$ cat src/rtl/qpd_pkg.sv
// Shared types and constants for the quarter-period-delay sweep sequencer.
package qpd_pkg;

  localparam int MIN_GAP_DEFAULT = 23000;
  localparam int QPD_CNT_W       = 8;

  typedef enum logic [2:0] {
    IDLE,
    PARK,
    ARM,
    WAIT,
    HOLD,
    DONE
  } qpd_state_e;

endpackage

$ cat src/rtl/qpd_delay_table.sv
// Delay-value register file: one synchronous write port, combinational read.
module qpd_delay_table
  import qpd_pkg::*;
#(
  parameter int DEPTH = 8,
  parameter int AW    = $clog2(DEPTH)
) (
  input  logic                 sclock,
  input  logic                 we,
  input  logic [AW-1:0]        waddr,
  input  logic [QPD_CNT_W-1:0] wdata,
  input  logic [AW-1:0]        raddr,
  output logic [QPD_CNT_W-1:0] rdata
);

  // Contents are undefined after reset; software loads the table before a run.
  logic [QPD_CNT_W-1:0] mem [DEPTH];

  always_ff @(posedge sclock) begin
    if (we) mem[waddr] <= wdata;
  end

  assign rdata = mem[raddr];

endmodule

$ cat src/rtl/qpd_sweep_ctrl.sv
// Sweeps the delay table through the trigger block, with hold-off and repeat count.
//  state | meaning
//  IDLE  | waiting for start; table writable
//  PARK  | strobe count 0 so the next arm always presents a change
//  ARM   | strobe table[step_idx]; a 0 entry skips straight to HOLD
//  WAIT  | waiting for qpd_trigger, bounded by TIMEOUT
//  HOLD  | MIN_GAP hold-off, then next step / next sweep / finish
//  DONE  | one-cycle completion pulse
module qpd_sweep_ctrl
  import qpd_pkg::*;
#(
  parameter int SAMPLE_FREQUENCY = 100000,
  parameter int DEPTH            = 8,
  parameter int MIN_GAP          = MIN_GAP_DEFAULT,
  parameter int TIMEOUT          = 65535,
  localparam int AW              = $clog2(DEPTH)
) (
  input  logic                 sclock,
  input  logic                 rstn,
  input  logic                 cfg_we,
  input  logic [AW-1:0]        cfg_addr,
  input  logic [QPD_CNT_W-1:0] cfg_data,
  input  logic [AW:0]          n_steps,
  input  logic [7:0]           n_sweeps,
  input  logic                 start,
  input  logic                 abort,
  input  logic                 qpd_trigger,
  output logic                 qpd_rt,
  output logic [QPD_CNT_W-1:0] qpd_count,
  output logic                 busy,
  output logic                 done,
  output logic                 timeout_err,
  output logic [AW-1:0]        step_idx,
  output logic [15:0]          trig_count
);

  localparam int HW = $clog2(MIN_GAP + 1);

  if (SAMPLE_FREQUENCY < 1 || MIN_GAP < 1 || TIMEOUT < 1 || TIMEOUT > 65536 ||
      DEPTH < 2 || (DEPTH & (DEPTH - 1)) != 0) begin : g_param_check
    $error("qpd_sweep_ctrl: unsupported parameter set");
  end

  qpd_state_e           state_q, state_d;
  logic [AW:0]          n_steps_q;
  logic [7:0]           sweep_cnt;
  logic [15:0]          wait_cnt;
  logic [HW-1:0]        hold_cnt;
  logic [QPD_CNT_W-1:0] tbl_rdata;
  logic                 start_acc;
  logic                 last_step;

  assign start_acc = (state_q == IDLE) && start && !abort;
  assign last_step = ({1'b0, step_idx} == (n_steps_q - 1'b1));

  // A write colliding with an accepted start is dropped, as is any write while busy.
  qpd_delay_table #(.DEPTH(DEPTH), .AW(AW)) u_table (
    .sclock (sclock),
    .we     (cfg_we && (state_q == IDLE) && !start_acc),
    .waddr  (cfg_addr),
    .wdata  (cfg_data),
    .raddr  (step_idx),
    .rdata  (tbl_rdata)
  );

  always_ff @(posedge sclock or negedge rstn) begin
    if (!rstn) state_q <= IDLE;
    else       state_q <= state_d;
  end

  always_comb begin
    state_d = state_q;
    unique case (state_q)
      IDLE: if (start) state_d = (n_steps == '0) ? DONE : PARK;
      PARK: state_d = ARM;
      ARM:  state_d = (tbl_rdata == '0) ? HOLD : WAIT;
      WAIT: begin
        if (qpd_trigger)          state_d = HOLD;
        else if (wait_cnt == '0)  state_d = DONE;
      end
      HOLD: if (hold_cnt == '0) state_d = (last_step && sweep_cnt <= 8'd1) ? DONE : PARK;
      DONE: state_d = IDLE;
      default: state_d = IDLE;
    endcase
    if (abort) state_d = IDLE;
  end

  assign qpd_rt    = (state_q == PARK) || (state_q == ARM);
  assign qpd_count = (state_q == ARM || state_q == WAIT || state_q == HOLD) ? tbl_rdata : '0;
  assign busy      = (state_q != IDLE);
  assign done      = (state_q == DONE);

  always_ff @(posedge sclock or negedge rstn) begin
    if (!rstn) begin
      n_steps_q   <= '0;
      sweep_cnt   <= '0;
      wait_cnt    <= '0;
      hold_cnt    <= '0;
      step_idx    <= '0;
      trig_count  <= '0;
      timeout_err <= 1'b0;
    end else if (!abort) begin
      unique case (state_q)
        IDLE: if (start) begin
          n_steps_q   <= n_steps;
          sweep_cnt   <= (n_sweeps == 8'd0) ? 8'd1 : n_sweeps;
          trig_count  <= '0;
          timeout_err <= 1'b0;
          step_idx    <= '0;
        end
        ARM: begin
          wait_cnt <= 16'(TIMEOUT - 1);
          hold_cnt <= HW'(MIN_GAP - 1);
        end
        WAIT: begin
          if (qpd_trigger) begin
            if (trig_count != 16'hFFFF) trig_count <= trig_count + 16'd1;
          end else if (wait_cnt == '0) begin
            timeout_err <= 1'b1;
          end else begin
            wait_cnt <= wait_cnt - 16'd1;
          end
        end
        HOLD: begin
          if (hold_cnt != '0) begin
            hold_cnt <= hold_cnt - 1'b1;
          end else if (last_step) begin
            step_idx  <= '0;
            sweep_cnt <= sweep_cnt - 8'd1;
          end else begin
            step_idx <= step_idx + 1'b1;
          end
        end
        default: ;
      endcase
    end
  end

endmodule

$ cat config.mk
export PLATFORM = sky130hd
export DESIGN_NAME = qpd_sweep_ctrl
export DESIGN_NICKNAME = d
export VERILOG_FILES = /design/src/rtl/qpd_pkg.sv /design/src/rtl/qpd_delay_table.sv /design/src/rtl/qpd_sweep_ctrl.sv
export SDC_FILE = /design/constraint.sdc
export NUM_CORES = 1
export LEC_CHECK = 0
export BUFFER_PORTS_ARGS = -buffer_cell sky130_fd_sc_hd__buf_2
export CORE_ASPECT_RATIO = 0.7
export CORE_MARGIN = 1.5
export CORE_UTILIZATION = 37
export CTS_CLUSTER_SIZE = 20
export DETAILED_ROUTE_END_ITERATION = 12
export PLACE_DENSITY = 0.64
export SLEW_MARGIN = 15
export SYNTH_ARGS = -nofsm -noshare
export SYNTH_HDL_FRONTEND = slang
export SYNTH_HIERARCHICAL = 1
export SYNTH_SLANG_ARGS = --single-unit
$ cat constraint.sdc
create_clock -name sclock -period 3.9 [get_ports sclock]
set_input_delay 0.39 -clock sclock [delete_from_list [all_inputs] [get_ports sclock]]
set_output_delay 0.39 -clock sclock [all_outputs]
set_load 0.01 [all_outputs]
* After elaboration in Yosys (flattened, before gate mapping) *
Memory sizes are Yosys's and may differ from the RTL's.
Cells that the tools add are included.

storage, ports and cells
  flip-flop bits (word level) = 66
  memory bits (writable) = 64
  memories = 1

operators by class
  bitwise operators = 1
  reduce and logical (&&, ||, !) cells = 30
  add/sub/neg operators = 6
  multiplexer cells = 34
  eq/ne operators = 19
  order comparisons = 1

memories
  name         words  width  read ports  clocked after memory_dff  wr ports  RTL line               text
  u_table.mem  8      8      1           0                         1         qpd_delay_table.sv:17  logic [QPD_CNT_W-1:0] mem [DEPTH];

operators by type and width
  operator                 count
  $mux W16                 5
  $pmux W16 S2             2
  $mux W8                  5
  $mux W3                  11
  $pmux W15 S2             1
  $add A16 B1 Y16 const B  1
  $logic_not A16 Y1        1
  $logic_not A8 Y1         2
  $ne A16 B16 Y1 const B   1
  $pmux W8 S2              1
  $sub A16 B1 Y16 const B  1
  $logic_not A15 Y1        1
  $mux W15                 1
  $pmux W3 S5              1
  $reduce_and A5 Y1        3
  $reduce_bool A15 Y1      1
  $sub A15 B1 Y15 const B  1
  $ne A2 B2 Y1 const B     7
  $reduce_and A3 Y1        3
  $le A8 B1 Y1 const B     1
  $reduce_and A4 Y1        2
  $reduce_bool A2 Y1       4
  $sub A8 B1 Y8 const B    1
  $eq A3 B2 Y1 const B     2
  18 further kinds         32

* Logic depth before layout (Yosys ltp) *
  word-level depth = 7
  gate-level depth with buffers = 9
  mapped depth without buffers = 7

* Cells and area by module *
The synthesis kept the hierarchy.

by module, submodules not included
  module           times used  sequential area each (µm²)  area each (µm²)  cells an instance
  qpd_sweep_ctrl   1           1651.6                      3918.8           442
  qpd_delay_table  1           1921.8                      2531.2           106

* Worst setup path after synthesis *
No wires, ideal clock.

  kind = register to register
  start = register step_idx[0]
  end = register state_q[2]
  slack = 1054 ps
  arrival time = 2770 ps
  required time = 3824 ps
  library setup time = 76 ps
  stages on the path, launching flop included = 10
  clock period less this slack = 2846 ps
  cells stage by stage = dfrtp_1 buf_6 buf_12 mux4_1 mux2_2 or4_1 o21ai_0 a22oi_1 o22a_1 o21ai_1

between the ends
  elaborated cells on any way between the ends = 9
  classes of those cells = 1 x eq/ne; 5 x mux; 2 x reduce/logical; 1 x memory

RTL lines
  item                      RTL line               text
  start: declaration        qpd_sweep_ctrl.sv:33   output logic [AW-1:0] step_idx,
  start signal: assignment  qpd_sweep_ctrl.sv:131  step_idx <= step_idx + 1'b1;
  $mem_v2 Z8 W8             --
  via tbl_rdata[4]          qpd_sweep_ctrl.sv:49   logic [QPD_CNT_W-1:0] tbl_rdata;
  $logic_not A8 Y1          qpd_sweep_ctrl.sv:76   ARM: state_d = (tbl_rdata == '0) ? HOLD : WAIT;
  $mux W3                   qpd_sweep_ctrl.sv:76
  $pmux W3 S5               qpd_sweep_ctrl.sv:73   unique case (state_q)
  $mux W3                   qpd_sweep_ctrl.sv:85   if (abort) state_d = IDLE;
  end signal: assignment    qpd_sweep_ctrl.sv:68   else state_q <= state_d;
  end: declaration          qpd_sweep_ctrl.sv:44   qpd_state_e state_q, state_d;

The timed path passes the listed nets, and every way through them passes these cells. The select of a mux whose other input is x is not followed.
A chain may end at the register's enable or synchronous reset.

* Final worst setup path *
Same ends and word-level chain as after synthesis.

==> impl_metrics.tcl <==
set metrics [dict create \
    status "finished, final reports clean" \
    setup_viol 0 \
    nets 649 \
    synth-async-reset-ratio_pct 50.77 \
    arrival_ns 3.71 \
    viasPerCell 5.565 \
    rsz0062_at_grt "false" \
    r2r-start "step_idx[0]$_DFFE_PN0P_" \
    r2r_end "state_q[2]$_DFFE_PN0P_" \
    dieArea_sq_um 18250 \
    numCtsBuffers 17 \
    fin_setup_tns_ns 0 \
    seq_area_sq_um 3573 \
    netlist_instances 548 \
    clock-sinks 130 \
    synth-simple-area-share_pct 18.08 \
    dieHeight_um 113.5 \
    grt_pass1_wl_um 24340 \
    min_period_ns 3.354 \
    worst_slack_ns 0.5462 \
    diodes 0 \
    powerDensity_nw_per_um2 540.5 \
    place_congestion 0.8452 \
    relSlewSlack_pct 28.83 \
    drive_above_1_share_pct 19.97 \
    synth_flop_cell "dfrtp_1" \
    grt_pass1_vias 4597 \
    clockRootBuffer "clkbuf_16" \
    hold_viol 0 \
    hold_class "in -> async" \
    worstPathRequired_ns 4.25 \
    end_kind "flop" \
    io_buffers 59 \
    worst-setup-path-type "reg -> reg" \
    rows 40 \
    vdd_drop_max_mv 0.3236 \
    cts.path.max_buffers 2 \
    fin_skew_ns 0.005694 \
    synth_top_family_by_area "simple AND/OR/NAND/NOR gates" \
    synth_edf_count 64 \
    drt_iter0_drc 424 \
    track_usage_pct 17.36 \
    most-common-layout-cells "dfrtp_1 (66), edfxtp_1 (64), buf_2 (59), nand2_1 (50), a21oi_1 (36)" \
    crit_fanout 20 \
    post-cts-setup-buffers 0 \
    synth_fa_ha_area_share_pct 1.358 \
    pre_cts_ws_ns 0.5201 \
    die_w_um 160.8 \
    yosysWarningCount 6 \
    muxShareOfSynthArea_pct 8.012 \
    postCtsHoldBufs 0 \
    synth_nets 584 \
    fillers 1586 \
    worst_pin_slew_ns 1.064 \
    postRouteAntennaNets 0 \
    synth.top_cells.by_area "edfxtp_1 (30%), dfrtp_1 (26%), mux4_1 (6.1%), nand2_1 (2.9%), a21oi_1 (2.8%)" \
    critPathLaunch "step_idx[0]$_DFFE_PN0P_" \
    timing.final.crit_share_pct 85.99 \
    final_common_cell "dfrtp_1" \
    worstSetupEndpoint "state_q[2]$_DFFE_PN0P_" \
    cap_violations 0 \
    initial_core_util_pct 37.68 \
    antenna_found_initial 0 \
    io_pins 60 \
    core-area_sq_um 17120 \
    critPathLaunchType "flop" \
    grt_max_degree 35 \
    synth_area_sq_um 6450 \
    clock_latency_ns 0.42 \
    dpl.hpwl_um 10210 \
    wl_per_cell_um 17.12 \
    htreeDepth 4 \
    yosysTopAreaCell "edfxtp_1" \
    clkTransAtPathRegs_ns 0.06 \
    synthDistinctLibCells 67 \
    multi_input_area_sq_um 2693 \
    yosys.area_share.xor_xnor_pct 2.308 \
    synth_top_area_share_pct 29.80 \
    vias 4769 \
    drcViolationCount 0 \
    finalMaxSlewViolations 0 \
    first_pass_iters 5 \
    syn_area_per_cell_sq_um 11.77 \
    post_cts_resized 0 \
    synth_compound_gate_area_share_pct 11.99 \
    p_leak_nw 2.782 \
    cts_tree "yes" \
    fmax_mhz 298.2 \
    routed_wl_um 14670 \
    syn2layout_area_growth_pct 17.67 \
    grt_overflow_total 0 \
    seq_area_frac_synth_pct 55.40 \
    synth_seq_cells 130 \
    r2r_cells 7 \
    r2r_setup_slack_ns 0.55 \
]
## report_power, final
part           switching [W]  leakage [nW]  internal [W]
Clock               0.000618         0.287       0.00101
Sequential          0.000193          1.35       0.00160
Combinational       0.000390          1.14      0.000287
Total                0.00120          2.78       0.00290
## through the flow
stage / hold WS (ns) / std cells / area, sq um / utilization (%) / total power (W)
CTS: 0.05511 / 857 / 7590 / 44.34 / 0.004138
global route: 0.09543 / 857 / 7590 / 44.34 / 0.004326
detailed placement: 0.5046 / 825 / 6982 / 40.79 / 0.002497
floorplan: 0.09441 / 548 / 6450 / - / 0.002266
finish: 0.04107 / 857 / 7590 / 44.34 / 0.004102
global placement: 0.5001 / 825 / 6982 / 40.79 / 0.002449
## critical path, cell delays in order (launching register included)
cell and delay [ns]:
dfrtp_1 0.96, mux4_1 0.66, mux2_2 0.30, or4_1 0.53, o21ai_0 0.33, a22oi_1 0.14, o22a_1 0.23, o21ai_1 0.12
## sequential cells by signal, indices dropped and copies added (netlist names)
name         flops
wait_cnt        16
sweep_cnt        8
step_idx         3
u_table/mem     64
state_q          3
trig_count      16
hold_cnt        15
timeout_err      1
n_steps_q        4
## per-layer routing
metal	part of all wire, %	vias up	track usage [%]	routed length [um]
met2	47	163	26.81	6854
met4	1.8	0	5.926	267
li1	-	2233	-	-
met3	5.9	28	3.891	860
met1	46	2345	24.33	6690
met5	0	-	0	0
## worst min path at each step
stage	from	end	slack, ns	cells after the start
detailed placement	sweep_cnt[4]$_DFFE_PN0P_	sweep_cnt[4]$_DFFE_PN0P_	0.50	1
finish	rstn	trig_count[13]$_DFFE_PN0P_	0.04	1
global placement	rstn	trig_count[15]$_DFFE_PN0P_	0.50	1
global route	rstn	trig_count[13]$_DFFE_PN0P_	0.1	1
CTS	rstn	wait_cnt[2]$_DFFE_PN0P_	0.06	1
floorplan	rstn	hold_cnt[0]$_DFFE_PN0P_	0.09	0
## final cells by class
type | instances | share of cell area [%]
Tap cell | 231 | 3.808
Multi-Input combinational cell | 379 | 35.48
Inverter | 17 | 0.8408
Clock inverter | 14 | 2.357
Clock buffer | 18 | 5.654
Timing Repair Buffer | 68 | 4.781
Sequential cell | 130 | 47.08
## logic make-up (layout without fill, tap and decap cells)
logic type	Yosys count	count (layout)
mux	25	25
xor+xnor	17	17
compound gates	119	119
fa+ha+maj	7	7
simple gates	211	211
flops	130	130
buf+inv	39	117
## cells in the mapped netlist (7+ instances only)
cell       n
a21oi_1   36
a31oi_1    7
and3_1     8
clkbuf_1  11
dfrtp_1   66
edfxtp_1  64
ha_1       7
inv_1     16
mux2_2     8
mux4_1    15
nand2_1   50
nand3_1   20
nand4_1   11
nor2_1    30
nor2b_1   10
nor3_1    14
nor4_1    12
o21ai_0   28
o31ai_1   12
or3_1     15
or4_1     12
xnor2_1   13
Power figures use the tool's default switching activity.
